==> config.mk <==
export PLATFORM = sky130hd
export DESIGN_NAME = fsm5_observer_flat
export DESIGN_NICKNAME = d
export VERILOG_FILES = /design/src/rtl/fsm5_observer_if.sv /design/src/rtl/fsm5_observer.sv /design/src/flat_wrapper.sv
export SDC_FILE = /design/constraint.sdc
export NUM_CORES = 1
export LEC_CHECK = 0
export CAP_MARGIN = 25
export CORE_MARGIN = 2
export CORE_UTILIZATION = 54
export DETAILED_ROUTE_END_ITERATION = 7
export DONT_BUFFER_PORTS = 1
export GPL_TIMING_DRIVEN = 0
export HOLD_SLACK_MARGIN = 0.05
export PLACE_DENSITY_LB_ADDON = 0.25
export SLEW_MARGIN = 20
export SYNTH_ARGS = -nofsm -noshare
export SYNTH_HDL_FRONTEND = slang
export SYNTH_SLANG_ARGS = --single-unit
export TNS_END_PERCENT = 50
==> constraint.sdc <==
create_clock -name clk -period 3.4 [get_ports clk]
set_input_delay 0.68 -clock clk [delete_from_list [all_inputs] [get_ports clk]]
set_output_delay 0.68 -clock clk [all_outputs]
set_load 0.02 [all_outputs]
==> src/rtl/fsm5_observer_if.sv <==
// Observation/seed bus for fsm5_observer.
// Carries the observed (sw, out) step and the seed load toward the observer,
// and the observer's candidate-set status back to whoever watches it.
//   master: drives obs_valid/obs_sw/obs_out/seed_valid/seed_mask, reads status
//   slave : the observer itself
interface fsm5_observer_if;
  logic       obs_valid;
  logic [1:0] obs_sw;
  logic       obs_out;
  logic       seed_valid;
  logic [4:0] seed_mask;
  logic [4:0] cand_mask;
  logic       locked;
  logic [2:0] state_est;
  logic       mismatch;
  logic [7:0] mismatch_cnt;

  modport master (
    output obs_valid, obs_sw, obs_out, seed_valid, seed_mask,
    input  cand_mask, locked, state_est, mismatch, mismatch_cnt
  );

  modport slave (
    input  obs_valid, obs_sw, obs_out, seed_valid, seed_mask,
    output cand_mask, locked, state_est, mismatch, mismatch_cnt
  );
endinterface

==> src/rtl/fsm5_observer.sv <==
// fsm5_observer: passive state observer for the 5-state Mealy lab FSM.
// Tracks the set of FSM states consistent with every (sw, out) pair seen so
// far, flags when that set is a single state, and pulses/counts when an
// observation fits no candidate (the set is then reopened to all states).
// Ports:
//   clk    - rising-edge clock
//   reset  - synchronous, active-high
//   bus    - fsm5_observer_if.slave:
//            obs_valid/obs_sw/obs_out  observation input, one per cycle max
//            seed_valid/seed_mask      load candidate set (0 loads all-ones)
//            cand_mask                 current candidate set, bit i = state i
//            locked/state_est          single-candidate flag and its index (7 = none)
//            mismatch/mismatch_cnt     empty-set pulse and saturating count
module fsm5_observer (
  input logic              clk,
  input logic              reset,
  fsm5_observer_if.slave   bus
);

  typedef enum logic [2:0] {
    S0   = 3'd0,
    S1   = 3'd1,
    S2   = 3'd2,
    S3   = 3'd3,
    S4   = 3'd4,
    NONE = 3'd7
  } fsm_state_e;

  typedef struct packed {
    fsm_state_e nxt;
    logic       out;
  } step_t;

  // Golden transition/output table of the observed FSM.
  function automatic step_t golden(input fsm_state_e s, input logic [1:0] sw);
    step_t r;
    r = '{nxt: NONE, out: 1'b0};
    unique case (s)
      S0: case (sw)
            2'd0: r = '{S1, 1'b0};
            2'd1: r = '{S0, 1'b1};
            2'd2: r = '{S3, 1'b0};
            default: r = '{S4, 1'b1};
          endcase
      S1: case (sw)
            2'd0: r = '{S3, 1'b0};
            2'd1: r = '{S0, 1'b1};
            2'd2: r = '{S0, 1'b1};
            default: r = '{S4, 1'b1};
          endcase
      S2: case (sw)
            2'd0: r = '{S2, 1'b1};
            2'd1: r = '{S2, 1'b1};
            2'd2: r = '{S3, 1'b0};
            default: r = '{S1, 1'b0};
          endcase
      S3: case (sw)
            2'd0: r = '{S4, 1'b1};
            2'd1: r = '{S2, 1'b1};
            2'd2: r = '{S1, 1'b0};
            default: r = '{S4, 1'b1};
          endcase
      S4: case (sw)
            2'd0: r = '{S2, 1'b1};
            2'd1: r = '{S3, 1'b0};
            2'd2: r = '{S0, 1'b1};
            default: r = '{S0, 1'b1};
          endcase
      default: r = '{NONE, 1'b0};
    endcase
    return r;
  endfunction

  logic [4:0] cand_q, cand_d;
  logic       locked_q, locked_d;
  logic [2:0] est_q, est_d;
  logic       mm_q, mm_d;
  logic [7:0] cnt_q, cnt_d;
  logic [4:0] new_mask;
  step_t      st;

  // Image of the candidate set under the observed step, keeping only
  // states whose output agrees with the observed bit.
  always_comb begin
    new_mask = '0;
    st       = '{nxt: NONE, out: 1'b0};
    for (int unsigned s = 0; s < 5; s++) begin
      st = golden(fsm_state_e'(3'(s)), bus.obs_sw);
      if (cand_q[s] && (st.out == bus.obs_out))
        new_mask = new_mask | (5'b00001 << st.nxt);
    end
  end

  always_comb begin
    cand_d = cand_q;
    mm_d   = 1'b0;
    cnt_d  = cnt_q;
    if (bus.seed_valid) begin
      cand_d = (bus.seed_mask == '0) ? '1 : bus.seed_mask;
    end else if (bus.obs_valid) begin
      if (new_mask == '0) begin
        cand_d = '1;
        mm_d   = 1'b1;
        if (cnt_q != '1)
          cnt_d = cnt_q + 8'd1;
      end else begin
        cand_d = new_mask;
      end
    end

    // Lock status is computed from the next set so it is registered in
    // step with cand_mask rather than lagging it by a cycle.
    locked_d = (cand_d != '0) && ((cand_d & (cand_d - 5'd1)) == '0);
    est_d    = NONE;
    for (int unsigned s = 0; s < 5; s++) begin
      if (locked_d && cand_d[s])
        est_d = 3'(s);
    end
  end

  always_ff @(posedge clk) begin
    if (reset) begin
      cand_q   <= '1;
      locked_q <= 1'b0;
      est_q    <= NONE;
      mm_q     <= 1'b0;
      cnt_q    <= '0;
    end else begin
      cand_q   <= cand_d;
      locked_q <= locked_d;
      est_q    <= est_d;
      mm_q     <= mm_d;
      cnt_q    <= cnt_d;
    end
  end

  assign bus.cand_mask    = cand_q;
  assign bus.locked       = locked_q;
  assign bus.state_est    = est_q;
  assign bus.mismatch     = mm_q;
  assign bus.mismatch_cnt = cnt_q;

endmodule

==> src/flat_wrapper.sv <==
// flat-port wrapper written by rule: the top's interface ports become plain ports
module fsm5_observer_flat 
  (clk, reset, bus_obs_valid, bus_obs_sw, bus_obs_out, bus_seed_valid, bus_seed_mask, bus_cand_mask, bus_locked, bus_state_est, bus_mismatch, bus_mismatch_cnt);
  fsm5_observer_if bus_i ();
  input logic clk;
  input logic reset;
  input wire logic [$bits(bus_i.obs_valid)-1:0] bus_obs_valid;
  input wire logic [$bits(bus_i.obs_sw)-1:0] bus_obs_sw;
  input wire logic [$bits(bus_i.obs_out)-1:0] bus_obs_out;
  input wire logic [$bits(bus_i.seed_valid)-1:0] bus_seed_valid;
  input wire logic [$bits(bus_i.seed_mask)-1:0] bus_seed_mask;
  output wire logic [$bits(bus_i.cand_mask)-1:0] bus_cand_mask;
  output wire logic [$bits(bus_i.locked)-1:0] bus_locked;
  output wire logic [$bits(bus_i.state_est)-1:0] bus_state_est;
  output wire logic [$bits(bus_i.mismatch)-1:0] bus_mismatch;
  output wire logic [$bits(bus_i.mismatch_cnt)-1:0] bus_mismatch_cnt;
  assign bus_i.obs_valid = bus_obs_valid;
  assign bus_i.obs_sw = bus_obs_sw;
  assign bus_i.obs_out = bus_obs_out;
  assign bus_i.seed_valid = bus_seed_valid;
  assign bus_i.seed_mask = bus_seed_mask;
  assign bus_cand_mask = bus_i.cand_mask;
  assign bus_locked = bus_i.locked;
  assign bus_state_est = bus_i.state_est;
  assign bus_mismatch = bus_i.mismatch;
  assign bus_mismatch_cnt = bus_i.mismatch_cnt;
  fsm5_observer u_core (.clk(clk), .reset(reset), .bus(bus_i));
endmodule
==> results_tabular.tex <==
\begin{tabular}{lr}
\hline
Metric & Value \\
\hline
\multicolumn{2}{l}{\textbf{STA}} \\
\quad Min Tclk post-route & 2.95 ns \\
\quad Slew at the pin with the worst max-slew slack & 0.563 ns \\
\quad Setup-violating endpoint count in the final report & 0 \\
\quad Highest clock rate & 0.339 GHz \\
\quad Max-slew headroom & 0.623 \\
\quad Fraction of the cycle the final worst path needs & 0.867 \\
\quad Count of endpoints failing hold in the final timing report & 0 \\
\quad Post-Route Skew & 0.0100 ns \\
\quad Setup repair after global routing missed its margin & no \\
\quad Sum of negative setup slack & 0 ns \\
\quad Max-slew violations & 0 \\
\multicolumn{2}{l}{\textbf{Pwr}} \\
\quad Psw & 0.172 mW \\
\quad Int Power & 0.342 mW \\
\quad Worst IR drop on VDD & 0.223 mV \\
\quad Sequential power share & 0.466 \\
\quad Post-route total power & 0.514 mW \\
\quad Part of the total power dissipated in the clock network & 0.256 \\
\quad Areal power density over the cells & 364 mW/mm² \\
\quad Share of total power in combinational logic & 0.278 \\
\quad Switching power as a share of total power & 0.335 \\
\quad Leakage power total & 0.573 nW \\
\multicolumn{2}{l}{\textbf{Setup path}} \\
\quad Kind of capture point of the worst setup path & flop \\
\quad Largest stage delay, worst path & 0.49 ns \\
\quad Worst reg-to-reg path cell count & 7 \\
\quad Largest delay share family, worst path & compound AO/OA/AOI/OAI gates \\
\quad Reg2Reg Capture Point & u\_core.bus.locked\$\_SDFF\_PP0\_ \\
\quad Startpoint types & input pin \\
\quad Type of the worst setup path & in2reg \\
\quad Arrival time at the worst endpoint & 3.19 ns \\
\quad Critical Path Fanout Max & 8 \\
\quad Required time of the critical path & 3.64 ns \\
\quad Series of cell instances along the critical path & inv\_1, ha\_1, buf\_6, o211a\_1, o21a\_1, a311oi\_2, nand4\_1, a31oi\_1, nor4b\_1, a211o\_1 \\
\quad Slowest stage cell, crit path & a31oi\_1 \\
\quad Buffering stage count on the worst path with inverters included & 2 \\
\quad Slack of the worst reg-to-reg path & 0.68 ns \\
\quad R2R Path Start & u\_core.bus.cand\_mask[2]\$\_SDFF\_PP1\_ \\
\multicolumn{2}{l}{\textbf{Route}} \\
\quad Residual DRC & 0 \\
\quad Final wirelength & 3010 µm \\
\quad Post-DR vias/cell & 6.34 \\
\quad WL/cell & 15.9 µm \\
\quad Number of routed nets with antenna violations & 0 \\
\quad Vias & 1198 \\
\quad Number of iterations in the first detailed-routing pass & 4 \\
\quad DRC marker count from the first detailed-route iteration & 38 \\
\multicolumn{2}{l}{\textbf{Logic synthesis}} \\
\quad Share of synthesized area occupied by flip-flops and latches & 0.269 \\
\quad Fraction of registers with async set/reset & 0 \\
\quad Most instantiated library cell after synthesis & dfxtp\_1 \\
\quad Primary FF master, synth & dfxtp\_1 \\
\quad Post-synthesis cell count & 155 \\
\quad Number of enable flip-flop cells after synthesis & 0 \\
\quad Synth area leader & dfxtp\_1 \\
\quad Dominant cells by area after synthesis & dfxtp\_1 27\%, ha\_1 8.4\%, xor2\_1 5.9\% \\
\quad \#FFs+latches synth & 18 \\
\quad Mean post-synth cell area & 8.64 µm² \\
\quad Summed instance area of the synthesized netlist & 0.00134 mm² \\
\quad Most frequent cells after synthesis & 18 x dfxtp\_1, 14 x nor2\_1, 13 x nand2\_1 \\
\quad Area fraction of the dominant cell type after synthesis & 0.269 \\
\quad Synthesized netlist net count & 176 \\
\quad Yosys synthesis warning count & 0 \\
\quad Number of distinct library cell variants in the gate-level netlist after synthesis & 50 \\
\multicolumn{2}{l}{\textbf{Cells and area}} \\
\quad Number of antenna cells inserted & 0 \\
\quad Layout Utilization & 0.586 \\
\quad Multi-input gate area in the final layout & 940 µm² \\
\quad Sequential cell area & 360 µm² \\
\quad Filler cell count in the final layout & 215 \\
\quad Layout-stage area growth over the synthesis result & 5.51\% \\
\quad Post-layout nets & 181 \\
\quad Share of layout cells above drive strength 1 & 0.101 \\
\multicolumn{2}{l}{\textbf{Floorplanning}} \\
\quad Io pins & 30 \\
\quad Vert. Die Dim & 53.8 µm \\
\quad Overall die width & 53.8 µm \\
\quad Num rows & 18 \\
\quad Full die area & 0.00289 mm² \\
\quad Effective utilization at floorplan & 0.556 \\
\quad Area of the core & 0.00241 mm² \\
\multicolumn{2}{l}{\textbf{Clock network}} \\
\quad H-Tree Level Count & 1 \\
\quad Max Root-Sink Buffers & 2 \\
\quad Number of clock sinks & 18 \\
\quad Insertion delay to the later sink of the worst-skew pair & 0.29 ns \\
\quad Resized cells post-CTS & 0 \\
\quad Clk slew on worst S/H paths & 0.11 ns \\
\quad Post-cts hold buffer count & 0 \\
\quad Post-CTS setup-driven buffer insertion count & 0 \\
\quad Number of buffers created by CTS & 3 \\
\quad TritonCTS clock tree & done \\
\quad Root cell of the clock tree & clkbuf\_4 \\
\multicolumn{2}{l}{\textbf{Global route}} \\
\quad Maximum number of pins on one net before global-route repair & 11 \\
\quad Global Route Usage Sum & 0.229 \\
\quad Residual overflow from global routing & 0 \\
\quad Number of antenna violations at the first check in global routing & 0 \\
\quad Via count of the first global-routing pass & 1120 \\
\quad Global-route wire length before repair & 4920 µm \\
\multicolumn{2}{l}{\textbf{Placed design}} \\
\quad Total of buffers placed on input and output ports & 0 \\
\quad Routability Congestion & 0.844 \\
\quad Estimated wirelength of the detail-placed design & 2350 µm \\
\multicolumn{2}{l}{\textbf{Min path}} \\
\quad Hold Path Origin & reset \\
\quad Hold-critical path endpoint & u\_core.bus.cand\_mask[0]\$\_SDFF\_PP1\_ \\
\quad Worst Hold Depth & 1 \\
\quad Min-Delay Path Class & in2reg \\
\multicolumn{2}{l}{\textbf{Flow run}} \\
\quad MaxCap Viol Count & 0 \\
\multicolumn{2}{l}{\textbf{Outcome}} \\
\quad Status & finished, final reports clean \\
\hline
\end{tabular}
-- stage by stage --
step,worst slack [ns],area (µm²),hold WS (ns),std cells
6_report,0.451,1410,0.496,189
3_5_place_dp,0.164,1380,0.647,185
5_1_grt,0.228,1410,0.489,189
3_3_place_gp,0.312,1380,0.631,185
2_1_floorplan,0.492,1340,0.605,155
4_1_cts,0.493,1410,0.486,189
-- layout by cell type, fill, tap and decap left out, types with 4 or more instances in the layout --
cell      count
nand2b_1      7
inv_1         4
ha_1          9
dfxtp_1      18
nand2_1      13
nor2_1       14
and3_1        6
nand3_1       5
a21oi_1       6
xor2_1        9
nand4_1       7
-- flip-flops by register name (all words and copies together) (netlist names) --
name                     cells
u_core.bus.state_est         3
u_core.bus.cand_mask         5
u_core.bus.locked            1
u_core.bus.mismatch_cnt      8
u_core.bus.mismatch          1
-- final cells by class --
type                       instances  area share
clock buffer                       4      0.0257
buffer                             4      0.0168
multi-input combinational        129       0.665
sequential                        18       0.255
inverter                           4      0.0106
tap                               30      0.0266
-- layer usage --
layer  wire length [µm]  up-vias  track usage
met5                  0        -            0
met2               1480       35        0.386
met1               1350      569        0.293
met4                 31        0       0.0769
met3                150        4       0.0389
li1                   -      590            -
-- power groups by stage --
stage	sequential [mW]	clock [mW]	combinational [mW]
final	0.239	0.132	0.143
after global routing	0.241	0.144	0.159
after CTS	0.239	0.135	0.142
after detailed placement	0.244	0	0.141
after global placement	0.244	0	0.135
after floorplan	0.240	0	0.119
-- kinds of logic after synthesis --
family          after synthesis  synth area share
xor+xnor                     12            0.0785
simple gates                 72             0.306
compound gates               33             0.209
flops                        18             0.269
buf+inv                       8            0.0290
fa+ha+maj                     9            0.0841
mux                           3            0.0243
-- worst max-delay path by stage --
stage | endpoint | depth (start not counted) | slack [ns] | startpoint
finish | u_core.bus.locked$_SDFF_PP0_ | 10 | 0.45 | bus_obs_sw[1]
global route | u_core.bus.state_est[1]$_SDFF_PP1_ | 10 | 0.23 | bus_obs_sw[1]
CTS | u_core.bus.locked$_SDFF_PP0_ | 10 | 0.49 | bus_obs_sw[1]
detailed placement | u_core.bus.state_est[1]$_SDFF_PP1_ | 10 | 0.16 | bus_obs_sw[1]
global placement | u_core.bus.locked$_SDFF_PP0_ | 11 | 0.31 | bus_obs_sw[1]
floorplan | u_core.bus.locked$_SDFF_PP0_ | 11 | 0.49 | bus_obs_sw[1]
Note: power is estimated with default switching activity, not from simulation.
